===== config.mk =====
export PLATFORM = sky130hd
export DESIGN_NAME = rbm_gibbs_layer
export DESIGN_NICKNAME = d
export VERILOG_FILES = /design/src/rtl/rbm_pkg.sv /design/src/rtl/rbm_sigmoid_plan.sv /design/src/rtl/rbm_gibbs_layer.sv
export SDC_FILE = /design/constraint.sdc
export NUM_CORES = 1
export LEC_CHECK = 0
export BUFFER_PORTS_ARGS = -buffer_cell sky130_fd_sc_hd__clkbuf_2
export CORE_AREA = 2 2 103 105
export CTS_CLUSTER_DIAMETER = 200
export DETAILED_ROUTE_END_ITERATION = 12
export DIE_AREA = 0 0 105 107
export PLACE_DENSITY = 0.82
export SYNTH_ARGS = -nofsm -noshare
export SYNTH_HDL_FRONTEND = slang
export SYNTH_SLANG_ARGS = --single-unit
export TNS_END_PERCENT = 50

===== constraint.sdc =====
create_clock -name clock -period 7.3 [get_ports clock]
set_input_delay 0.365 -clock clock [delete_from_list [all_inputs] [get_ports clock]]
set_output_delay 0.365 -clock clock [all_outputs]
set_load 0.03 [all_outputs]

===== src/rtl/rbm_pkg.sv =====
// rtl/rbm_pkg.sv - shared FSM type, PLAN sigmoid constants, LFSR and saturating-add helpers
// Contents: state_t, PLAN_* breakpoints/offsets/slopes, LFSR_* constants, lfsr_step(), sat_add().
package rbm_pkg;

  typedef enum logic [2:0] {
    S_IDLE,
    S_LOAD,
    S_MAC,
    S_DRAIN,
    S_SIG,
    S_SAMPLE,
    S_DONE
  } state_t;

  // PLAN breakpoints on |x|, in units of 1/8 so 2.375 stays an integer
  localparam int unsigned PLAN_BP_SAT8 = 40;  // 5.0
  localparam int unsigned PLAN_BP_MID8 = 19;  // 2.375
  localparam int unsigned PLAN_BP_LIN8 = 8;   // 1.0

  // PLAN offsets in units of 1/32
  localparam int unsigned PLAN_OFF_HI32  = 27;  // 0.84375
  localparam int unsigned PLAN_OFF_MID32 = 20;  // 0.625
  localparam int unsigned PLAN_OFF_LO32  = 16;  // 0.5
  localparam int unsigned PLAN_ONE32     = 32;  // 1.0

  // PLAN slopes as left shifts relative to 1/32
  localparam int unsigned PLAN_SH_HI  = 0;  // 0.03125
  localparam int unsigned PLAN_SH_MID = 2;  // 0.125
  localparam int unsigned PLAN_SH_LO  = 3;  // 0.25

  // Right-shifting Galois form of x^16+x^14+x^13+x^11+1
  localparam logic [15:0] LFSR_POLY_MASK    = 16'hB400;
  localparam logic [15:0] LFSR_DEFAULT_SEED = 16'hACE1;

  function automatic logic [15:0] lfsr_step(input logic [15:0] s);
    return s[0] ? ((s >> 1) ^ LFSR_POLY_MASK) : (s >> 1);
  endfunction

  // Signed add clamped to a width-bit two's complement range (width <= 31)
  function automatic logic signed [31:0] sat_add(input logic signed [31:0] a,
                                                 input logic signed [31:0] b,
                                                 input int width);
    logic signed [32:0] sum;
    logic signed [32:0] hi;
    logic signed [32:0] lo;
    sum = {a[31], a} + {b[31], b};
    hi  = (33'sd1 <<< (width - 1)) - 33'sd1;
    lo  = -(33'sd1 <<< (width - 1));
    if (sum > hi) sum = hi;
    else if (sum < lo) sum = lo;
    return sum[31:0];
  endfunction

endpackage


===== src/rtl/rbm_sigmoid_plan.sv =====
// rtl/rbm_sigmoid_plan.sv - combinational piecewise-linear (PLAN) sigmoid
// Ports: acc (signed, FRAC_W fraction bits) in; prob (unsigned, SG_W fraction bits) out.
module rbm_sigmoid_plan
  import rbm_pkg::*;
#(
  parameter int ACC_W  = 16,
  parameter int FRAC_W = 4,
  parameter int SG_W   = 8
) (
  input  logic [ACC_W-1:0] acc,
  output logic [SG_W-1:0]  prob
);

  // Internal result carries FRAC_W+5 fraction bits, so every slope/offset is exact
  localparam int unsigned Q = FRAC_W + 5;
  localparam logic [63:0] ONE = 64'(PLAN_ONE32) << FRAC_W;

  logic signed [63:0] xs;
  logic [63:0] mag;
  logic [63:0] mag8;
  logic [63:0] y_pos;
  logic [63:0] y;

  always_comb begin
    xs   = 64'($signed(acc));
    mag  = xs[63] ? 64'(-xs) : 64'(xs);
    mag8 = mag << 3;
    if (mag8 >= (64'(PLAN_BP_SAT8) << FRAC_W))
      y_pos = ONE;
    else if (mag8 >= (64'(PLAN_BP_MID8) << FRAC_W))
      y_pos = (mag << PLAN_SH_HI) + (64'(PLAN_OFF_HI32) << FRAC_W);
    else if (mag8 >= (64'(PLAN_BP_LIN8) << FRAC_W))
      y_pos = (mag << PLAN_SH_MID) + (64'(PLAN_OFF_MID32) << FRAC_W);
    else
      y_pos = (mag << PLAN_SH_LO) + (64'(PLAN_OFF_LO32) << FRAC_W);
    y = xs[63] ? (ONE - y_pos) : y_pos;
    // 1.0 has no SG_W-bit encoding, so it clamps to all-ones; else truncate
    prob = (y >= ONE) ? '1 : SG_W'((y << SG_W) >> Q);
  end

endmodule


===== src/rtl/rbm_gibbs_layer.sv =====
// rtl/rbm_gibbs_layer.sv - sequential RBM hidden-layer sampler with one time-multiplexed MAC
// Ports: clock, reset (sync, active-high), start, vis, bias (packed per unit),
//        w_rd/w_addr/w_data (1-cycle-latency weight memory), busy, done, hid.
// Option: RBM_PROB_OUT_EN adds prob_o (per-unit sigmoid values, updated with hid).
module rbm_gibbs_layer
  import rbm_pkg::*;
#(
  parameter int          IN_DIM    = 6,
  parameter int          OUT_DIM   = 5,
  parameter int          DATA_W    = 8,
  parameter int          FRAC_W    = 4,
  parameter int          ACC_W     = 16,
  parameter int          SG_W      = 8,
  parameter logic [15:0] LFSR_SEED = 16'hACE1
) (
  input  logic                              clock,
  input  logic                              reset,
  input  logic                              start,
  input  logic [IN_DIM-1:0]                 vis,
  input  logic [OUT_DIM*DATA_W-1:0]         bias,
  output logic                              w_rd,
  output logic [$clog2(IN_DIM*OUT_DIM)-1:0] w_addr,
  input  logic [DATA_W-1:0]                 w_data,
  output logic                              busy,
  output logic                              done,
  output logic [OUT_DIM-1:0]                hid
`ifdef RBM_PROB_OUT_EN
  ,
  output logic [OUT_DIM*SG_W-1:0]           prob_o
`endif
);

  localparam int AW = $clog2(IN_DIM * OUT_DIM);
  localparam int IW = (IN_DIM > 1) ? $clog2(IN_DIM) : 1;
  localparam int JW = (OUT_DIM > 1) ? $clog2(OUT_DIM) : 1;
  localparam logic [15:0] SEED = (LFSR_SEED == 16'h0) ? LFSR_DEFAULT_SEED : LFSR_SEED;

  state_t             state, state_n;
  logic               accept, last_i, last_j, sample_bit;
  logic [IN_DIM-1:0]  vis_q;
  logic [IW-1:0]      i_cnt;
  logic [JW-1:0]      j_cnt;
  logic [AW-1:0]      addr;
  logic [ACC_W-1:0]   acc;
  logic               rd_d, vbit_d;
  logic [DATA_W-1:0]  bias_j;
  logic [SG_W-1:0]    prob, prob_c, rnd;
  logic [15:0]        lfsr;
  logic [OUT_DIM-1:0] hid_shadow, hid_merged;

  // DONE also accepts, so back-to-back passes lose no cycle
  assign accept     = start && ((state == S_IDLE) || (state == S_DONE));
  assign last_i     = (i_cnt == IW'(IN_DIM - 1));
  assign last_j     = (j_cnt == JW'(OUT_DIM - 1));
  assign rnd        = lfsr[15 -: SG_W];
  assign sample_bit = (prob == '1) || (prob > rnd);
  assign w_addr     = addr;

  always_comb begin
    bias_j     = '0;
    hid_merged = hid_shadow;
    for (int k = 0; k < OUT_DIM; k++) begin
      if (j_cnt == JW'(k)) begin
        bias_j        = bias[k*DATA_W +: DATA_W];
        hid_merged[k] = sample_bit;
      end
    end
  end

  rbm_sigmoid_plan #(
    .ACC_W (ACC_W),
    .FRAC_W(FRAC_W),
    .SG_W  (SG_W)
  ) u_sigmoid (
    .acc (acc),
    .prob(prob_c)
  );

  always_ff @(posedge clock) begin
    if (reset) state <= S_IDLE;
    else       state <= state_n;
  end

  always_comb begin
    state_n = state;
    busy    = 1'b1;
    done    = 1'b0;
    w_rd    = 1'b0;
    unique case (state)
      S_IDLE: begin
        busy = 1'b0;
        if (start) state_n = S_LOAD;
      end
      S_LOAD:   state_n = S_MAC;
      S_MAC: begin
        w_rd = 1'b1;
        if (last_i) state_n = S_DRAIN;
      end
      S_DRAIN:  state_n = S_SIG;
      S_SIG:    state_n = S_SAMPLE;
      S_SAMPLE: state_n = last_j ? S_DONE : S_LOAD;
      S_DONE: begin
        done    = 1'b1;
        state_n = start ? S_LOAD : S_IDLE;
      end
      default:  state_n = S_IDLE;
    endcase
  end

  always_ff @(posedge clock) begin
    if (reset) begin
      vis_q      <= '0;
      i_cnt      <= '0;
      j_cnt      <= '0;
      addr       <= '0;
      acc        <= '0;
      rd_d       <= 1'b0;
      vbit_d     <= 1'b0;
      prob       <= '0;
      hid_shadow <= '0;
      hid        <= '0;
      lfsr       <= SEED;
    end else begin
      // Weight data lags the strobe by one cycle; delay the strobe and vis bit to match
      rd_d   <= w_rd;
      vbit_d <= vis_q[i_cnt];
      if (accept) begin
        vis_q <= vis;
        j_cnt <= '0;
        addr  <= '0;
      end
      if (state == S_LOAD)
        acc <= ACC_W'($signed(bias_j));
      else if (rd_d && vbit_d)
        acc <= ACC_W'(sat_add(32'($signed(acc)), 32'($signed(w_data)), ACC_W));
      if (state == S_LOAD) i_cnt <= '0;
      if (state == S_MAC) begin
        i_cnt <= last_i ? '0 : i_cnt + 1'b1;
        addr  <= addr + 1'b1;
      end
      if (state == S_SIG) prob <= prob_c;
      if (state == S_SAMPLE) begin
        hid_shadow <= hid_merged;
        lfsr       <= lfsr_step(lfsr);
        j_cnt      <= last_j ? '0 : j_cnt + 1'b1;
        // Publish with the last unit merged in, so hid is valid during done
        if (last_j) hid <= hid_merged;
      end
    end
  end

`ifdef RBM_PROB_OUT_EN
  logic [OUT_DIM*SG_W-1:0] prob_shadow, prob_merged;

  always_comb begin
    prob_merged = prob_shadow;
    for (int k = 0; k < OUT_DIM; k++) begin
      if (j_cnt == JW'(k)) prob_merged[k*SG_W +: SG_W] = prob;
    end
  end

  always_ff @(posedge clock) begin
    if (reset) begin
      prob_shadow <= '0;
      prob_o      <= '0;
    end else if (state == S_SAMPLE) begin
      prob_shadow <= prob_merged;
      if (last_j) prob_o <= prob_merged;
    end
  end
`endif

endmodule


After elaboration in Yosys (flattened, before gate mapping)
Cells that the tools add are included.

storage, ports and cells
  register bits after elaboration = 72
  latch bits = 0
  bits in writable memories = 0
  ROM bits = 0
  output and inout port bits = 13
  logic and storage cells = 95
  memories = 0

operators by class
  $add $sub $neg = 9
  multiply operators = 0
  div/mod/pow operators = 0
  magnitude comparators = 8
  equal/unequal tests = 14
  shift operators = 0
  muxes and demuxes = 39
  bitwise logic cells = 1
  reduce and logical (&&, ||, !) cells = 12

operators by type and width
  cell                                                                  number
  two-way mux 64 bit                                                    5
  adder 64 x 9 -> 64 bit (second input constant)                        3
  greater-or-equal comparator 64 x 10 -> 1 bit (second input constant)  2
  two-way mux 16 bit                                                    5
  greater-or-equal comparator 64 x 8 -> 1 bit (second input constant)   1
  greater-or-equal comparator 64 x 9 -> 1 bit (second input constant)   1
  negation 16 -> 64 bit                                                 1
  subtractor 10 x 64 -> 64 bit (first input constant)                   1
  two-way mux 8 bit                                                     6
  two-way mux 3 bit                                                     9
  one-hot mux 3 bit (7 select lines)                                    1
  adder 16 x 8 -> 17 bit                                                1
  greater-than comparator 17 x 16 -> 1 bit (second input constant)      1
  less-than comparator 17 x 16 -> 1 bit (second input constant)         1
  == test 3 bit (second input constant)                                 5
  == test 3 x 2 -> 1 bit (second input constant)                        4
  two-way mux 1 bit                                                     10
  two-way mux 5 bit                                                     2
  == test 8 bit (second input constant)                                 1
  greater-than comparator 8 bit                                         1
  nonzero test 2 bit                                                    4
  adder 3 x 1 -> 3 bit (second input constant)                          2
  == test 3 x 1 -> 1 bit (second input constant)                        2
  logical NOT 3 bit                                                     2
  other kinds (8)                                                       12

Depth between registers and ports, before layout
  depth after elaboration = 10
  mapped depth = 18

Hierarchy
From an unflattened synthesis, not the netlist that was laid out.

second synthesis, totals
  cells, all modules = 748
  area, all modules = 5829.3 um^2

modules (own cells, without submodules)
  module            times used  cells each  area an instance (um^2)
  rbm_gibbs_layer   1           536         4401.7
  rbm_sigmoid_plan  1           212         1427.6

Least setup slack after synthesis
OpenSTA, ideal clock, no wires.

  path type = register -> register
  start point = register acc[15]
  end point = register prob[5]
  setup time = 88 ps
  arrival time = 3853 ps
  path slack = 3359 ps
  cell stages (with the launch flop) = 18
  buffers on the path = 3
  period minus slack after synthesis = 3941 ps
  cell sequence = dfxtp_1 > clkbuf_1 > buf_1 > clkbuf_1 > o41ai_1 > xnor2_1 > inv_1 > ha_1 > o31ai_4 > o41a_1 > nand3_1 > nor2_1 > nand2_1 > ha_1 > nand2_1 > or3_1 > mux2_4 > a311oi_2

between the ends
  word-level cells in the longest chain between the ends = 10
  elaborated cells on any way between the ends = 15

ends and longest elaborated chain
  what                                            line                    text
  start: declaration                              rbm_gibbs_layer.sv:44   logic [ACC_W-1:0] acc;
  start signal: assignment                        rbm_gibbs_layer.sv:133  acc <= ACC_W'($signed(bias_j));
  start signal: assignment                        rbm_gibbs_layer.sv:135  acc <= ACC_W'(sat_add(32'($signed(acc)), 32'($signed(w_data)), ACC_W));
  negation 16 -> 64 bit                           rbm_sigmoid_plan.sv:26  mag = xs[63] ? 64'(-xs) : 64'(xs);
  two-way mux 64 bit                              rbm_sigmoid_plan.sv:26
  adder 64 x 9 -> 64 bit (tied with other cells)  rbm_sigmoid_plan.sv:33  y_pos = (mag << PLAN_SH_MID) + (64'(PLAN_OFF_MID32) << FRAC_W);
  two-way mux 64 bit                              rbm_sigmoid_plan.sv:32  else if (mag8 >= (64'(PLAN_BP_LIN8) << FRAC_W))
  two-way mux 64 bit                              rbm_sigmoid_plan.sv:30  else if (mag8 >= (64'(PLAN_BP_MID8) << FRAC_W))
  two-way mux 64 bit                              rbm_sigmoid_plan.sv:28  if (mag8 >= (64'(PLAN_BP_SAT8) << FRAC_W))
  subtractor 10 x 64 -> 64 bit                    rbm_sigmoid_plan.sv:36  y = xs[63] ? (ONE - y_pos) : y_pos;
  two-way mux 64 bit (*)                          rbm_sigmoid_plan.sv:36
  greater-or-equal comparator 64 x 10 -> 1 bit    rbm_sigmoid_plan.sv:38  prob = (y >= ONE) ? '1 : SG_W'((y << SG_W) >> Q);
  two-way mux 8 bit (*)                           rbm_sigmoid_plan.sv:38
  end signal: assignment                          rbm_gibbs_layer.sv:141  if (state == S_SIG) prob <= prob_c;
  end: declaration                                rbm_gibbs_layer.sv:47   logic [SG_W-1:0] prob, prob_c, rnd;

Every way passes the cells marked *; elsewhere a longest branch is shown, timed or not.
A chain may end at the register's enable or synchronous reset.

Worst setup path in the final report
Ends and elaborated chain as after synthesis.

==> results.md <==
- Run status: complete, no violations
- Total power of the final layout: between 1.5 and 2 mW
- Clock network latency to the later pin of the worst-skew pair: 340 ps
- Last weighted congestion value of the routability-driven placer: between 0.9 and 1
- Arrival time at the worst endpoint: around 5300 ps
- Full die area: approximately 11,000 µm²
- Area share of and/or/nand/nor cells after synthesis: a little under a quarter
- Share of the cycle needed by the critical path after routing: 69.6%
- Number of library cell types mapped by synthesis: 82
- Area added between synthesis and finish: 10.4%
- Count of buffers inserted at the top-level ports: just under 70
- Clock power share: between 20% and 30%
- Aggregate global routing overflow: 0
- Final critical-path setup slack: 2220 ps
- Number of nets with antenna violations after detailed routing: 0
- Worst Tran Pin Value: between 1000 and 1500 ps
- Logic gate share of total power: between 50% and 60%
- Net Switching: between 700 and 800 µW
- Fraction of the mapped netlist area in adder cells: under 10%
- Layout cell share with drive strength beyond 1: between 10 and 15%
- Vias in the first global route: 5,159
- Total setup violations reported at the end of the flow: 0
- Main area contributors after synthesis: sky130_fd_sc_hd__dfxtp_1, sky130_fd_sc_hd__ha_1, sky130_fd_sc_hd__a21oi_1, sky130_fd_sc_hd__nor2_1, sky130_fd_sc_hd__nand2_1
- Routed wire per std cell: approximately 16 µm
- #FFs+latches synth: between 70 and 80
- Most common flop cell mapped by yosys: sky130_fd_sc_hd__dfxtp_1
- Non-filler cells in the finished layout: 890
- CTS resizes: 0
- FFs w/ async S/R, synth: 0%
- Total I/O pin count: 70
- Core outline area: slightly above 10,000 µm²
- Cell internal power dissipation: just under 1 mW
- Placed wire-length estimate: between 10,000 and 15,000 µm
- Routed wire length: approximately 14,000 µm
- Post-synthesis instance total: approximately 700
- Most common cell after layout, fill and taps aside: sky130_fd_sc_hd__nor2_1
- Maximum level of the CTS H-tree: 3
- Min-Delay Path Class: in -> reg
- Count of routing violations after the opening detailed-route iteration: between 300 and 400
- Peak clock frequency supported by timing: between 150 and 200 MHz
- Detail-routed via count per cell: ~6.1
- Final max-slew violation count: 0
- Mean post-synth cell area: between 7 and 8 µm²
- Crit path max-delay cell type: sky130_fd_sc_hd__dfxtp_1
- Maximum Capacitance Violations: 0
- Wire length the detailed router placed on met1: about 6300 µm
- Power Density: about 290 nW/µm²
- Clock-pin transition on the worst setup and hold timing paths: around 90 ps
- Number of antenna violations at the first check in global routing: 0
- Total of hold buffers inserted after clock tree synthesis: 0
- Die Span Y: about 110 µm
- Worst supply voltage drop on vdd: 0.194 mV
- CP Max Fanout: 32
- Kind of cell with the highest combined delay on the critical path: simple AND/OR/NAND/NOR gates
- CP most frequent cell: sky130_fd_sc_hd__nand2_1
- Filler cells: 934
- Topmost layer with routed signal wires: met4
- Cell breakdown of the critical path: clkinv_1 > a21oi_1 > xnor2_1 > ha_1 > o41ai_2 > nand2_1 > nor3_4 > nor2_1 > nand2_1 > ha_1 > nand2_1 > or3_1 > mux2_4 > a311oi_2
- Die Width: 105 µm
- Post-route cell area: 6050 µm²
- Post-synthesis cell type with the largest combined area: sky130_fd_sc_hd__dfxtp_1
- Worst setup slack after placement: 2300 ps
- First-pass GRT wire length: between 20,000 and 25,000 µm
- Placement Rows: 37
- Net count after synthesis: ~810
- Complex-gate fraction of the synthesized area: about 27%
- Cts bufs inserted: 9
- Part of the Yosys area used for sequential elements: between 20% and 30%
- Share of total power in sequential cells: around 28%
- Startpoint-to-endpoint class of the critical path: reg -> reg
- Setup repair after global routing missed its margin: false
- Switch share: 44.3%
- Initial core utilization: a little over half
- Max clock buf depth: 2
- Most frequent cells in the layout: sky130_fd_sc_hd__nor2_1, sky130_fd_sc_hd__a21oi_1, sky130_fd_sc_hd__dfxtp_1, sky130_fd_sc_hd__nand2_1, sky130_fd_sc_hd__clkbuf_2
- Multiplexer fraction of the synthesized cell area: 3.79%
- Initial DRT Pass Iterations: 6
- GRT Total Usage: approximately 25%
- Met3 routed WL: approximately 630 µm
- Post-Route Utilization: 60.0%
- Combinational family with the most area after synthesis: compound AO/OA/AOI/OAI gates
- Count of buffering cells on the critical path with inverters included: 1
- Cell count after placement: slightly below 900
- Category of the worst setup path launch point: flip-flop
- Root buffer selected by CTS: sky130_fd_sc_hd__clkbuf_8
- Final worst hold slack: 262 ps
- Total clock sinks: 71
- Data required time at the worst endpoint: 7550 ps
- Leakage power figure: 2.55 nW
- Count of unresolved DRC violations after routing: 0
- Number of flops mapped to enable cells by yosys: 0
- Total number of vias: about 5.4k
- Number of warning messages in the yosys log: 0
- Delay of the slowest cell on the worst path: about 1100 ps
- Final worst clock skew: ~18 ps
- Shortest clock period the worst path allows after layout: 5080 ps
- Combined area of all synthesized cells: roughly 5500 µm²
- Category of the worst setup path capture point: flip-flop
- Fraction of synthesized cell area in xor and xnor cells: 4.32%
- Pin count of the biggest net entering global routing: 72
- TritonCTS clock tree: done
- Fin Setup TNS: 0 ps
- Instance area at placement: 5830 µm²
- Detailed-routed wire length on met2: approximately 7000 µm
- Area share of the largest cell type after synthesis: between 20% and 30%
- Setup repair bufs after CTS: 0
- Final hold violation count: 0
- Number of antenna diodes: 0
- Relative max-transition margin: 13.5%
- Number of nets in the finished design: 847
==> worst reg2reg max path, stage by stage (launching register included) <==
cell and delay (ps):
sky130_fd_sc_hd__dfxtp_1 1070, sky130_fd_sc_hd__clkinv_1 570, sky130_fd_sc_hd__a21oi_1 340, sky130_fd_sc_hd__xnor2_1 270, sky130_fd_sc_hd__ha_1 320, sky130_fd_sc_hd__o41ai_2 110
sky130_fd_sc_hd__nand2_1 220, sky130_fd_sc_hd__nor3_4 570, sky130_fd_sc_hd__nor2_1 140, sky130_fd_sc_hd__nand2_1 120, sky130_fd_sc_hd__ha_1 240, sky130_fd_sc_hd__nand2_1 100
sky130_fd_sc_hd__or3_1 410, sky130_fd_sc_hd__mux2_4 310, sky130_fd_sc_hd__a311oi_2 210
==> registers in the layout, summed over array words and instances, names as in the netlist <==
register,flops
rd_d,1
vis_q,6
j_cnt,3
prob,8
hid_shadow,4
state,3
i_cnt,3
lfsr,16
w_addr,5
hid,5
acc,16
vbit_d,1
==> synth_stat cells, types with 5 or more instances <==
cell type and instances:
sky130_fd_sc_hd__nor3b_1 5, sky130_fd_sc_hd__o31ai_1 5, sky130_fd_sc_hd__o21ai_0 27, sky130_fd_sc_hd__o211ai_1 5, sky130_fd_sc_hd__a21oi_1 73, sky130_fd_sc_hd__ha_1 40
sky130_fd_sc_hd__a211oi_1 20, sky130_fd_sc_hd__xnor2_1 17, sky130_fd_sc_hd__clkbuf_1 30, sky130_fd_sc_hd__nor2_1 91, sky130_fd_sc_hd__nand4_1 7, sky130_fd_sc_hd__nand2_1 69
sky130_fd_sc_hd__o21bai_1 5, sky130_fd_sc_hd__a21o_1 8, sky130_fd_sc_hd__a31oi_1 6, sky130_fd_sc_hd__or2_2 5, sky130_fd_sc_hd__inv_1 25, sky130_fd_sc_hd__nor3_1 21
sky130_fd_sc_hd__a311oi_1 5, sky130_fd_sc_hd__nand3_1 15, sky130_fd_sc_hd__nor2b_1 6, sky130_fd_sc_hd__a222oi_1 8, sky130_fd_sc_hd__nor4_1 5, sky130_fd_sc_hd__dfxtp_1 71
sky130_fd_sc_hd__nand3b_1 7, sky130_fd_sc_hd__or3_1 6, sky130_fd_sc_hd__xor2_1 10, sky130_fd_sc_hd__nand2b_1 9, sky130_fd_sc_hd__a211o_1 6, sky130_fd_sc_hd__mux2i_1 17
sky130_fd_sc_hd__and2_1 5
==> power groups by stage <==
stage	Sequential, mW	Combinational [mW]	Clock [mW]
floorplan	0.457	0.756	0
global placement	0.495	0.861	0
detailed placement	0.500	0.888	0
CTS	0.490	0.896	0.353
global route	0.500	0.992	0.368
finish	0.492	0.904	0.351
==> cell type report <==
| cell class | count | area, µm² | share of cell area, % |
|---|---|---|---|
| inverter | 28 | 105 | 1.74 |
| timing repair buffer | 72 | 368 | 6.08 |
| tap | 136 | 170 | 2.81 |
| sequential | 71 | 1420 | 23.5 |
| multi-input combinational | 567 | 3770 | 62.2 |
| clock buffer | 10 | 128 | 2.11 |
| clock inverter | 6 | 92.6 | 1.53 |
==> cells by family (layout without fill, tap and decap cells) <==
group	Yosys count	after routing
AO/OA/AOI/OAI	210	210
XOR/XNOR	27	27
adder cells (fa/ha/maj)	41	41
buffers and inverters	69	116
flip-flops	71	71
multiplexers	20	20
AND/OR/NAND/NOR	269	269
==> routing by layer <==
metal  GRT usage, %  vias to the layer above
li1               -                     2662
met1           32.0                     2568
met2           43.9                      157
met3           3.22                       23
met4           6.57                        0
met5              0                        -
==> path summary, 6_finish.rpt <==
check / start / cells past startpoint / endpoint / slack [ps]
min reg2reg: lfsr[15] / 2 / lfsr[14] / 450
max: acc[15] / 14 / prob[5] / 2220
min: vis[4] / 3 / vis_q[4] / 260
max reg2reg: acc[15] / 14 / prob[5] / 2220
Note: power is estimated with default switching activity, not from simulation.
